--- config.mk ---
export PLATFORM = sky130hd
export DESIGN_NAME = semaforo_grande_flat
export DESIGN_NICKNAME = d
export VERILOG_FILES = /design/src/rtl/semaforo_pkg.sv /design/src/rtl/semaforo_grande_if.sv /design/src/rtl/semaforo_tick.sv /design/src/rtl/semaforo_grande.sv /design/src/flat_wrapper.sv
export SDC_FILE = /design/constraint.sdc
export NUM_CORES = 1
export LEC_CHECK = 0
export CAP_MARGIN = 20
export CORE_UTILIZATION = 48
export CTS_CLUSTER_DIAMETER = 120
export DETAILED_ROUTE_END_ITERATION = 12
export PLACE_DENSITY_LB_ADDON = 0.05
export SYNTH_ARGS = -nofsm -noshare
export SYNTH_HDL_FRONTEND = slang
export SYNTH_HIERARCHICAL = 1
export SYNTH_SLANG_ARGS = --single-unit
--- constraint.sdc ---
create_clock -name clk -period 2.21 [get_ports clk]
set_clock_uncertainty 0.1 [all_clocks]
set_input_delay 0.442 -clock clk [delete_from_list [all_inputs] [get_ports clk]]
set_output_delay 0.442 -clock clk [all_outputs]
set_load 0.01 [all_outputs]
--- src/rtl/semaforo_pkg.sv ---
// Shared types and default timing for the two-road traffic-light controller.
package semaforo_pkg;

  typedef enum logic [2:0] {
    A_GREEN  = 3'd0,
    A_YELLOW = 3'd1,
    RED_AB   = 3'd2,
    B_GREEN  = 3'd3,
    B_YELLOW = 3'd4,
    RED_BA   = 3'd5
  } estado_t;

  localparam int TICK_DIV_DEF  = 1;
  localparam int GREEN_MIN_DEF = 5;
  localparam int GREEN_MAX_DEF = 12;
  localparam int YELLOW_T_DEF  = 3;
  localparam int ALLRED_T_DEF  = 1;

  // Increment that sticks at 15 so the display never wraps.
  function automatic logic [3:0] satInc(input logic [3:0] v);
    return (v == 4'hF) ? v : v + 4'd1;
  endfunction

endpackage

--- src/rtl/semaforo_grande_if.sv ---
// Board-side signal bundle: sensors and push-buttons in, lamps and debug out.
// There is no valid/ready handshake: inputs are levels sampled on every
// clock edge, and every output is a register that is valid on every cycle
// from the first reset edge onward.
interface semaforo_grande_if;
  import semaforo_pkg::*;

  logic       SensorA;
  logic       SensorB;
  logic       PasoA;
  logic       PasoB;
  logic       VerdeA;
  logic       VerdeB;
  logic       AmarilloA;
  logic       AmarilloB;
  logic       RojoA;
  logic       RojoB;
  logic [3:0] cuenta;
  estado_t    estado;

  // Board / environment side.
  modport master (
    output SensorA, SensorB, PasoA, PasoB,
    input  VerdeA, VerdeB, AmarilloA, AmarilloB, RojoA, RojoB, cuenta, estado
  );

  // Controller side.
  modport slave (
    input  SensorA, SensorB, PasoA, PasoB,
    output VerdeA, VerdeB, AmarilloA, AmarilloB, RojoA, RojoB, cuenta, estado
  );

endinterface

--- src/rtl/semaforo_tick.sv ---
// Prescaler: one-cycle tick strobe every TICK_DIV clocks.
module semaforo_tick #(
  parameter int TICK_DIV = 1
) (
  input  logic clk,
  input  logic rst,
  output logic tick
);

  localparam int W = (TICK_DIV > 1) ? $clog2(TICK_DIV) : 1;
  localparam logic [W-1:0] LAST = W'(TICK_DIV - 1);

  logic [W-1:0] cnt;

  // Free-running divider, wraps after the last count of the period.
  always_ff @(posedge clk) begin
    if (rst)              cnt <= '0;
    else if (cnt == LAST) cnt <= '0;
    else                  cnt <= cnt + 1'b1;
  end

  assign tick = (cnt == LAST);

endmodule

--- src/rtl/semaforo_grande.sv ---
// Two-road traffic-light controller: road A is the rest state, road B is
// served on demand (vehicle sensor or latched pedestrian request).
module semaforo_grande
  import semaforo_pkg::*;
#(
  parameter int TICK_DIV  = TICK_DIV_DEF,
  parameter int GREEN_MIN = GREEN_MIN_DEF,
  parameter int GREEN_MAX = GREEN_MAX_DEF,
  parameter int YELLOW_T  = YELLOW_T_DEF,
  parameter int ALLRED_T  = ALLRED_T_DEF
) (
  input logic               clk,
  input logic               rst,
  semaforo_grande_if.slave  bus
);

  // Thresholds expressed as the cuenta value seen on the exiting tick.
  localparam logic [3:0] G_MIN_LAST = 4'(GREEN_MIN - 1);
  localparam logic [3:0] G_MAX_LAST = 4'(GREEN_MAX - 1);
  localparam logic [3:0] Y_LAST     = 4'(YELLOW_T - 1);
  localparam logic [3:0] R_LAST     = 4'(ALLRED_T - 1);

  // Lamp vector order: {VerdeA, AmarilloA, RojoA, VerdeB, AmarilloB, RojoB}.
  localparam logic [5:0] LAMPS_RESET = 6'b100_001;

  estado_t    state;
  estado_t    stateNext;
  logic [3:0] cuenta;
  logic       pendA;
  logic       pendB;
  logic       tick;
  logic       reqA;
  logic       reqB;
  logic       change;
  logic [5:0] lamps;
  logic [5:0] lampsNext;

  semaforo_tick #(.TICK_DIV(TICK_DIV)) u_tick (
    .clk  (clk),
    .rst  (rst),
    .tick (tick)
  );

  assign reqA   = bus.SensorA | pendB;
  assign reqB   = bus.SensorB | pendA;
  assign change = (stateNext != state);

  // Next-state logic; transitions only happen on tick cycles.
  always_comb begin
    stateNext = state;
    if (tick) begin
      case (state)
        A_GREEN:
          if ((cuenta >= G_MIN_LAST) && reqB &&
              (!bus.SensorA || pendA || (cuenta >= G_MAX_LAST)))
            stateNext = A_YELLOW;
        A_YELLOW: if (cuenta >= Y_LAST) stateNext = RED_AB;
        RED_AB:   if (cuenta >= R_LAST) stateNext = B_GREEN;
        // Road B is released early when nothing is asking for it.
        B_GREEN:
          if ((cuenta >= G_MIN_LAST) &&
              (!reqB || (reqA && (!bus.SensorB || pendB || (cuenta >= G_MAX_LAST)))))
            stateNext = B_YELLOW;
        B_YELLOW: if (cuenta >= Y_LAST) stateNext = RED_BA;
        RED_BA:   if (cuenta >= R_LAST) stateNext = A_GREEN;
        default:  stateNext = A_GREEN;
      endcase
    end
  end

  // Lamp decode from the state being entered, so lamps register with state.
  always_comb begin
    lampsNext = LAMPS_RESET;
    case (stateNext)
      A_GREEN:  lampsNext = 6'b100_001;
      A_YELLOW: lampsNext = 6'b010_001;
      RED_AB:   lampsNext = 6'b001_001;
      B_GREEN:  lampsNext = 6'b001_100;
      B_YELLOW: lampsNext = 6'b001_010;
      RED_BA:   lampsNext = 6'b001_001;
      default:  lampsNext = LAMPS_RESET;
    endcase
  end

  // State, dwell counter and registered lamps.
  always_ff @(posedge clk) begin
    if (rst) begin
      state  <= A_GREEN;
      cuenta <= 4'd0;
      lamps  <= LAMPS_RESET;
    end else begin
      state <= stateNext;
      lamps <= lampsNext;
      if (tick) cuenta <= change ? 4'd0 : satInc(cuenta);
    end
  end

  // Pedestrian latches: a new press in the clearing cycle is kept.
  always_ff @(posedge clk) begin
    if (rst) begin
      pendA <= 1'b0;
      pendB <= 1'b0;
    end else begin
      pendA <= bus.PasoA | (pendA & ~(change && (stateNext == B_GREEN)));
      pendB <= bus.PasoB | (pendB & ~(change && (stateNext == A_GREEN)));
    end
  end

  assign {bus.VerdeA, bus.AmarilloA, bus.RojoA,
          bus.VerdeB, bus.AmarilloB, bus.RojoB} = lamps;
  assign bus.cuenta = cuenta;
  assign bus.estado = state;

endmodule

--- src/flat_wrapper.sv ---
// flat-port wrapper written by rule: the top's interface ports become plain ports
module semaforo_grande_flat import semaforo_pkg::*;
#(
  parameter int TICK_DIV  = TICK_DIV_DEF,
  parameter int GREEN_MIN = GREEN_MIN_DEF,
  parameter int GREEN_MAX = GREEN_MAX_DEF,
  parameter int YELLOW_T  = YELLOW_T_DEF,
  parameter int ALLRED_T  = ALLRED_T_DEF
)
  (clk, rst, bus_SensorA, bus_SensorB, bus_PasoA, bus_PasoB, bus_VerdeA, bus_VerdeB, bus_AmarilloA, bus_AmarilloB, bus_RojoA, bus_RojoB, bus_cuenta, bus_estado);
  semaforo_grande_if bus_i ();
  input logic clk;
  input logic rst;
  input wire logic [$bits(bus_i.SensorA)-1:0] bus_SensorA;
  input wire logic [$bits(bus_i.SensorB)-1:0] bus_SensorB;
  input wire logic [$bits(bus_i.PasoA)-1:0] bus_PasoA;
  input wire logic [$bits(bus_i.PasoB)-1:0] bus_PasoB;
  output wire logic [$bits(bus_i.VerdeA)-1:0] bus_VerdeA;
  output wire logic [$bits(bus_i.VerdeB)-1:0] bus_VerdeB;
  output wire logic [$bits(bus_i.AmarilloA)-1:0] bus_AmarilloA;
  output wire logic [$bits(bus_i.AmarilloB)-1:0] bus_AmarilloB;
  output wire logic [$bits(bus_i.RojoA)-1:0] bus_RojoA;
  output wire logic [$bits(bus_i.RojoB)-1:0] bus_RojoB;
  output wire logic [$bits(bus_i.cuenta)-1:0] bus_cuenta;
  output wire logic [$bits(bus_i.estado)-1:0] bus_estado;
  assign bus_i.SensorA = bus_SensorA;
  assign bus_i.SensorB = bus_SensorB;
  assign bus_i.PasoA = bus_PasoA;
  assign bus_i.PasoB = bus_PasoB;
  assign bus_VerdeA = bus_i.VerdeA;
  assign bus_VerdeB = bus_i.VerdeB;
  assign bus_AmarilloA = bus_i.AmarilloA;
  assign bus_AmarilloB = bus_i.AmarilloB;
  assign bus_RojoA = bus_i.RojoA;
  assign bus_RojoB = bus_i.RojoB;
  assign bus_cuenta = bus_i.cuenta;
  assign bus_estado = bus_i.estado;
  semaforo_grande #(.TICK_DIV(TICK_DIV), .GREEN_MIN(GREEN_MIN), .GREEN_MAX(GREEN_MAX), .YELLOW_T(YELLOW_T), .ALLRED_T(ALLRED_T)) u_core (.clk(clk), .rst(rst), .bus(bus_i));
endmodule
==> metrics.txt, run 1 <==
status finished with violations; failing checks DRC; top cells by count, synth dfxtp_1 (16), nor2_1 (11), a21oi_1 (7); Async S/R FF share, synth 0%; Num CTS Buffers 3; io pins 19; clk_lat worst skew ~0.29 ns; CP Data Required Time between 2 and 2.5 ns; CP Data Arrival Time between 2 and 2.5 ns; P_leak 0.0004477 uW; WP buf/inv 1; adder-cell share of the synthesized area 1.506%; max-slew violation count 0; most used flip-flop cell after synthesis dfxtp_1; Mean Syn Cell Area 8.478 um^2; worst-path fanout max 6; H-tree levels 1; I/O Buffers 18; sequential area share after synthesis 38.55%; FF+latch count, synth 16; number of synthesized flops with an enable pin 0; core area 0.001559 mm^2; via density per instance approximately 5.7; simple-gate share of the synthesized area 28.01%; fin nets 133; antenna violations before repair 0; DRT Pass-1 Iters 8; Distinct cells, synth 41; Die Area roughly 0.0019 mm^2; Syn Nets 105; RePlAce Congestion 0.7979; Synth Area in XOR/XNOR 0%; first-pass GRT wire length about 3 mm; Yosys top cell area share 38.55%; Final ANT Viol Nets 0; WL/cell between 10 and 15 um; row cnt 14; Tightest Hold Check Type flop to flop; Cells after DPL roughly 140; die height 43.61 um; Clock transition at path regs roughly 0.090 ns; Initial DRC Count 8; final WL 1.894 mm; number of clock sinks 16; Synth area leader dfxtp_1; Tcrit/Tclk final 94.90%; layout cells sized above 1 21.60%; Layout area overhead 38.10%; critical path's top delay family simple AND/OR/NAND/NOR gates; final setup fails 0; Mapped Cells 98; CP peak stage delay roughly 0.54 ns; vias in the first global route 686; post-synthesis mux area share 0%; buffer levels on the longest clock path 2; fin crit period 2.097 ns; area of the mapped netlist just over 800 um^2; pwr dens between 400 and 500 mW/mm^2; CTS tree done; Total Power 565.8 uW; crit path kind input port to flop; Vias 805; CP Launch Type input port; Synth warnings 6; largest net degree at the start of global routing 15; Root Driver clkbuf_4; diode count 0; Total GRT Usage a little over a fifth; DR DRC count 1; compound-cell area share of the yosys netlist 26.36%; Hold Fails Final Rpt 0; die width 43.61 um; most common cell in the synthesized netlist dfxtp_1; GRT overflow 0; Starting Density 53.29%; Worst VDD drop 0.3863 mV; Synth area leaders dfxtp_1 (39%), nor2_1 (5.0%), a21oi_1 (4.2%); max_cap viols 0; critical-path cell list clkdlybuf4s50_1 -> nor2b_2 -> a221oi_4 -> or4b_4 -> o21ai_4 -> a31oi_1 -> a311oi_1; detailed placement HPWL 1.314 mm; CP max stage cell or4b_4; crit path capture type flop; largest family of logic cells by synthesized area simple AND/OR/NAND/NOR gates; Hold Slack 0.4540 ns; Fill cells roughly 130; final non-filler cell total 141; max frequency 476.8 MHz
placed cells by master, fill, tap and decap left out, types with 2 or more instances in the layout:
cell type and instances:
clkdlybuf4s50_1 18, dfxtp_1 16, nor2_1 11, buf_4 9, a21oi_1 7, nand2_1 6
inv_1 5, nand2b_1 4, clkbuf_4 3, or2_1 3, o21ai_1 3, nand3_1 2
nor4b_1 2, a211o_1 2, o21ai_2 2, nor3_2 2, o211ai_1 2, nor3_1 2
final timing paths:
path | from | end | slack, ns | cells after the start
max | bus_SensorB | u_core/bus.cuenta[0]$_SDFFE_PP0P_ | 0.11 | 7
min | u_core/pendA$_SDFF_PP0_ | u_core/pendA$_SDFF_PP0_ | 0.45 | 2
max reg2reg | u_core/bus.cuenta[0]$_SDFFE_PP0P_ | u_core/bus.cuenta[0]$_SDFFE_PP0P_ | 0.15 | 7
min reg2reg | u_core/pendA$_SDFF_PP0_ | u_core/pendA$_SDFF_PP0_ | 0.45 | 2
layer usage:
metal | routed length (um) | global-route usage, %
met1 | 954 | 30.39
met2 | 816 | 30.45
met3 | 84 | 5.417
met4 | 38 | 11.25
met5 | 0 | 0
where the power goes:
group / internal (uW) / total [uW] / switching, uW
sequential: 295 / 302 / 7.12
clock: 100 / 198 / 97.7
combinational: 33.6 / 65.2 / 31.7
total: 429 / 566 / 136
flip-flops by register name (all words and copies together) (netlist names):
signal	cells
u_core/pendB	1
u_core/pendA	1
u_core/bus.estado	3
u_core/lamps	6
u_core/bus.cuenta	4
u_core/u_tick/cnt	1
stage by stage:
stage               area (um^2)  setup WS (ns)  utilization [%]  setup TNS, ns
finish                     1147         0.1126            73.60              0
global route               1147     -0.0005231            73.60     -0.0005231
detailed placement         1067        -0.2236            68.46         -1.917
CTS                        1104        0.08235            70.79              0
floorplan                 830.8         0.2229                -              0
global placement           1067        -0.1791            68.46         -1.488
worst reg2reg max path: cells and delay by family, from the launching register on:
family	cells	cell delay (ns)
compound gates	5	0.75
simple gates	1	0.54
flops	1	0.36
fa+ha+maj	1	0.23
cell families after synthesis:
logic type | count (synthesis)
other | 1
buffers and inverters | 9
adder cells (fa/ha/maj) | 1
flip-flops | 16
AND/OR/NAND/NOR | 42
AO/OA/AOI/OAI | 29
layout make-up:
| class | instances | area [um^2] | area share, % |
|---|---|---|---|
| inverter | 5 | 18.77 | 1.636 |
| tap | 16 | 20.02 | 1.745 |
| clock buffer | 4 | 36.28 | 3.162 |
| sequential | 16 | 320.3 | 27.92 |
| multi-input combinational | 73 | 504.2 | 43.95 |
| timing repair buffer | 27 | 247.7 | 21.59 |
what timing repair did:
action,CTS,global route
setup endpoints to repair,0,8
gates resized for setup,0,7
setup buffers,0,1
hold buffers,0,0
Power figures use the tool's default switching activity.
==> run 2, diff against run 1 <==
--- a/config.mk
+++ b/config.mk
@@ -6,9 +6,11 @@
 export NUM_CORES = 1
 export LEC_CHECK = 0
 export CAP_MARGIN = 20
+export CORE_MARGIN = 10
 export CORE_UTILIZATION = 48
 export CTS_CLUSTER_DIAMETER = 120
 export DETAILED_ROUTE_END_ITERATION = 12
+export GPL_TIMING_DRIVEN = 0
 export PLACE_DENSITY_LB_ADDON = 0.05
 export SYNTH_ARGS = -nofsm -noshare
 export SYNTH_HDL_FRONTEND = slang
==> metrics.txt, run 2 (synthesis results as in run 1) <==
detailed placement HPWL 1.424 mm (+8.3%); io pins 19 (unchanged); worst-path fanout max 5 (-1); Worst VDD drop 0.3954 mV (+2.4%); max frequency 468.3 MHz (-1.8%); Tcrit/Tclk final 96.61% (+1.7 points); die width 61.61 um (+41%); Total Power 560.2 uW (-0.98%); I/O Buffers 18 (unchanged); CP Data Arrival Time 2.22 ns (+0.02 ns); first-pass GRT wire length 3.036 mm (+1.6%); Tightest Hold Check Type flop to flop; Vias 796 (-1.1%); vias in the first global route 690 (+0.58%); final setup fails 0 (unchanged); register bank with the most flops u_core/lamps; GRT overflow 0 (unchanged); Cells after DPL 132 (-2.9%); Final ANT Viol Nets 0 (unchanged); row cnt 14 (unchanged); DR DRC count 0 (-1); antenna violations before repair 0 (unchanged); max_cap viols 0 (unchanged); number of flip-flops in the largest register 6 (unchanged); Layout area overhead 34.04%; H-tree levels 1 (unchanged); layout cells sized above 1 17.36% (-4.2 points); Clock transition at path regs 0.10 ns (about the same); buffer levels on the longest clock path 2 (unchanged); fin crit period 2.135 ns (+0.03779 ns); Hold Slack 0.4223 ns (-0.03169 ns); Starting Density 52.70% (-0.59 points); Die Area 0.003795 mm^2 (+100%); die height 61.61 um (+41%); DRT Pass-1 Iters 4 (-4); # hold bufs at CTS 0 (unchanged); final non-filler cell total 137 (-2.8%); CTS tree done; Fill cells 127 (+1.6%); P_leak 0.0004218 uW (-5.8%); largest net degree at the start of global routing 11 (-4); Initial DRC Count 27 (+19); commonest cells after routing, fill and taps aside clkdlybuf4s50_1 (18), dfxtp_1 (15), nor2_1 (10), a21oi_1 (7), nand2_1 (6); RePlAce Congestion 0.8167 (+2.4%); CP Launch Type input port; Total GRT Usage 10.14% (-12 points); core area 0.001577 mm^2 (+1.1%); Hold Fails Final Rpt 0 (unchanged); max-slew violation count 0 (unchanged); clk_lat worst skew 0.28 ns (about the same); number of clock sinks 16 (unchanged); fin nets 129 (-3.0%); via density per instance 5.810 (+1.8%); final WL 1.960 mm (+3.5%); Num CTS Buffers 3 (unchanged); diode count 0 (unchanged); CP Data Required Time 2.30 ns (-0.02 ns); crit path capture type flop; status finished clean; pwr dens 503.1 mW/mm^2 (+2.0%); crit path kind input port to flop; commonest non-fill, non-tap cell in the layout clkdlybuf4s50_1; WL/cell 14.31 um (+6.5%); Root Driver clkbuf_4
-- run 2: through the flow --
stage / util [%] / setup WS (ns) / cell area (um^2) / TNS (ns)
floorplan: - / 0.2229 / 830.8 / 0
global placement: 65.40 / -0.2344 / 1031 / -2.032
detailed placement: 65.40 / -0.2462 / 1031 / -2.027
CTS: 67.70 / 0.01931 / 1067 / 0
global route: 70.63 / -0.03017 / 1114 / -0.05516
finish: 70.63 / 0.07482 / 1114 / 0
-- run 2: per-layer routing --
metal / global-route usage, % / vias to the layer above / part of all wire, %
met3: 3.292 / 2 / 8.0
li1: - / 398 / -
met1: 13.36 / 375 / 45
met5: 0 / - / 0
met2: 15.81 / 21 / 46
met4: 1.911 / 0 / 0.71
-- run 2: power breakdown --
group          switching [uW]  internal (uW)  leakage (uW)  total (uW)
Sequential               8.08            296      0.000131         304
Combinational            30.3           30.7      0.000270        60.9
Clock                    95.4            100     0.0000210         196
-- run 2: worst paths after layout --
path              depth (start not counted)                              start                           endpoint  slack, ns
hold reg to reg                           2  u_core/bus.cuenta[1]$_SDFFE_PP0P_  u_core/bus.cuenta[1]$_SDFFE_PP0P_       0.42
setup / recovery                          7                        bus_SensorB         u_core/lamps[0]$_SDFF_PP1_       0.07
setup reg to reg                          7  u_core/bus.cuenta[0]$_SDFFE_PP0P_  u_core/bus.cuenta[0]$_SDFFE_PP0P_       0.15
hold / removal                            2  u_core/bus.cuenta[1]$_SDFFE_PP0P_  u_core/bus.cuenta[1]$_SDFFE_PP0P_       0.42
-- run 2: worst max-delay path, cell delays in order --
cell	delay, ns
clkdlybuf4s50_1	0.43
or2_1	0.25
a221oi_4	0.38
a21oi_1	0.14
nor2_1	0.27
nand3_1	0.12
a21o_1	0.19
-- run 2: repair_timing --
action,4_1_cts,5_1_grt
buffers inserted,0,1
endpoints found under the hold margin,0,0
endpoints found under the setup margin,0,11
resized for setup,0,8
-- run 2: final cells by class --
type	count	area, um^2	share of cell area [%]
buffer	4	23.77	2.135
clock buffer	4	36.28	3.258
inverter	5	18.77	1.685
multi-input combinational	73	505.5	45.39
sequential	16	321.6	28.88
tap	16	20.02	1.798
timing repair buffer	19	187.7	16.85
==> run 3, diff against run 2 <==
--- a/config.mk
+++ b/config.mk
@@ -7,8 +7,9 @@
 export LEC_CHECK = 0
 export CAP_MARGIN = 20
 export CORE_MARGIN = 10
-export CORE_UTILIZATION = 48
+export CORE_UTILIZATION = 43
 export CTS_CLUSTER_DIAMETER = 120
+export CTS_CLUSTER_SIZE = 10
 export DETAILED_ROUTE_END_ITERATION = 12
 export GPL_TIMING_DRIVEN = 0
 export PLACE_DENSITY_LB_ADDON = 0.05
==> constraint.sdc (replaced) <==
create_clock -name clk -period 1.95 [get_ports clk]
set_clock_uncertainty 0.1 [all_clocks]
set_input_delay 0.39 -clock clk [delete_from_list [all_inputs] [get_ports clk]]
set_output_delay 0.39 -clock clk [all_outputs]
set_load 0.01 [all_outputs]
==> metrics.txt, run 3 (synthesis results as in run 1) <==
Setup TNS Final -0.007884 ns (-0.007884 ns); Final ANT Viol Nets 0 (unchanged); vias in the first global route 822 (+19%); diode count 0 (unchanged); GRT overflow 0 (unchanged); register bank with the most flops u_core/lamps; DRT Pass-1 Iters 4 (unchanged); Cells after DPL 141 (+6.8%); fin worst setup slack -0.007884 ns (-0.08270 ns); fin nets 134 (+3.9%); max frequency around 510 MHz; CP Launch Type flop; max_cap viols 0 (unchanged); layout cells sized above 1 26.98% (+9.6 points); Total Power 647.8 uW (+16%); RSZ-0062 raised after global routing true; antenna violations before repair 0 (unchanged); CP Data Arrival Time 2.01 ns (-0.21 ns); Multi-input gate area 544.3 um^2 (+7.7%); HP Start u_core/pendA$_SDFF_PP0_; CTS tree done; via density per instance 5.464 (-6.0%); Initial DRC Count 25 (-7.4%); number of flip-flops in the largest register 6 (unchanged); worst reg2reg startpoint u_core/bus.cuenta[1]$_SDFFE_PP0P_; io pins 19 (unchanged); DP Worst Slack -0.4629 ns (-0.2167 ns); Die Area 0.004090 mm^2 (+7.8%); worst-path fanout max 5 (unchanged); Clock transition at path regs 0.10 ns (about the same); RePlAce Congestion 0.8300 (+1.6%); Root Driver clkbuf_4; Hold Fails Final Rpt 0 (unchanged); crit path capture type flop; I/O Buffers 18 (unchanged); buffer levels on the longest clock path 2 (unchanged); sequential cell area 330.3 um^2 (+2.7%); Worst VDD drop 0.4697 mV (+19%); largest net degree at the start of global routing 11 (unchanged); Tightest Hold Check Type flop to flop; pwr dens 536.5 mW/mm^2 (+6.6%); fin crit period about 2.0 ns; final WL 2.115 mm (+7.9%); core area 0.001783 mm^2 (+13%); Total GRT Usage 10.42% (+0.28 points); first-pass GRT wire length 3.588 mm (+18%); failing checks setup timing; number of clock sinks 16 (unchanged); final non-filler cell total 151 (+10%); Crit. Startpoint u_core/bus.cuenta[1]$_SDFFE_PP0P_; worst reg2reg setup slack -0.008 ns (-0.16 ns); commonest cells after routing, fill and taps aside clkdlybuf4s50_1 (16), dfxtp_1 (12), a21oi_1 (7), nor2_1 (7); H-tree levels 1 (unchanged); final setup fails 1 (+1); DP Area 0.001045 mm^2 (+1.3%); status finished with violations; max-slew violation count 0 (unchanged); Fill cells 141 (+11%); DR DRC count 0 (unchanged); P_leak 0.0004616 uW (+9.4%); die height 63.96 um (+3.8%); # hold bufs at CTS 0 (unchanged); clk_lat worst skew 0.28 ns (about the same); CP Data Required Time 2.00 ns (-0.30 ns); WL/cell 14.01 um (-2.1%); Vias 825 (+3.6%); Num CTS Buffers 3 (unchanged); Layout area overhead 45.33%; design area 0.001207 mm^2 (+8.4%); Tcrit/Tclk final 100.4%; detailed placement HPWL 1.431 mm (+0.53%); die width 63.96 um (+3.8%); commonest non-fill, non-tap cell in the layout clkdlybuf4s50_1; Starting Density 46.60% (-6.1 points); crit path kind flop to flop; row cnt 15 (+1)
[run 3: changes by cell type in the layout (fill, tap and decap cells not counted), moves of 2 or more]
cell             before  now
dfxtp_4               0    2
buf_4                 1    6
clkdlybuf4s50_1      18   16
dlygate4sd2_1         0    2
nor2_2                2    5
dfxtp_1              15   12
nor2_1               10    7
[run 3: power breakdown]
part,internal [uW],switching (uW),total (uW)
sequential,334,9.78,344
combinational,46.8,41.3,88.2
clock,113,102,215
[run 3: routing by layer]
| layer | vias up | global-route usage, % | part of all wire, % |
|---|---|---|---|
| met5 | - | 0 | 0 |
| met4 | 0 | 3.279 | 0.57 |
| met3 | 2 | 3.833 | 6.1 |
| met2 | 17 | 17.04 | 47 |
| met1 | 399 | 12.31 | 46 |
| li1 | 407 | - | - |
[run 3: what timing repair did]
action                     in CTS  in global routing
setup endpoints to repair      12                 11
pin swaps                       9                 11
cloned                          0                  0
setup buffers                   5                  2
resized for setup              19                  4
[run 3: critical path, cell delays in order (launching register included)]
cell	delay [ns]
dfxtp_4	0.37
buf_6	0.12
nor3_4	0.18
nor2_2	0.07
a211o_1	0.31
o211ai_1	0.37
or2_1	0.24
a211oi_2	0.05
[run 3: area by class of cell]
type                    count  area share [%]
multi-input cells          73           45.08
flip-flops and latches     16           27.36
repair buffers             25           19.38
clock buffers               4           3.005
well taps                  25           2.591
inverters                   5           1.554
plain buffers               3           1.036
[run 3: path summary, 6_finish.rpt]
kind                                 to  depth (start not counted)
min             u_core/pendA$_SDFF_PP0_                          2
min reg2reg     u_core/pendA$_SDFF_PP0_                          2
max reg2reg  u_core/lamps[4]$_SDFF_PP0_                          7
max          u_core/lamps[4]$_SDFF_PP0_                          7
[run 3: through the flow]
stage	hold slack [ns]	util, %
3_3_place_gp	0.4041	58.60
3_5_place_dp	0.4107	58.60
6_report	0.4570	67.72
2_1_floorplan	0.3660	-
5_1_grt	0.4777	67.72
4_1_cts	0.4425	66.74
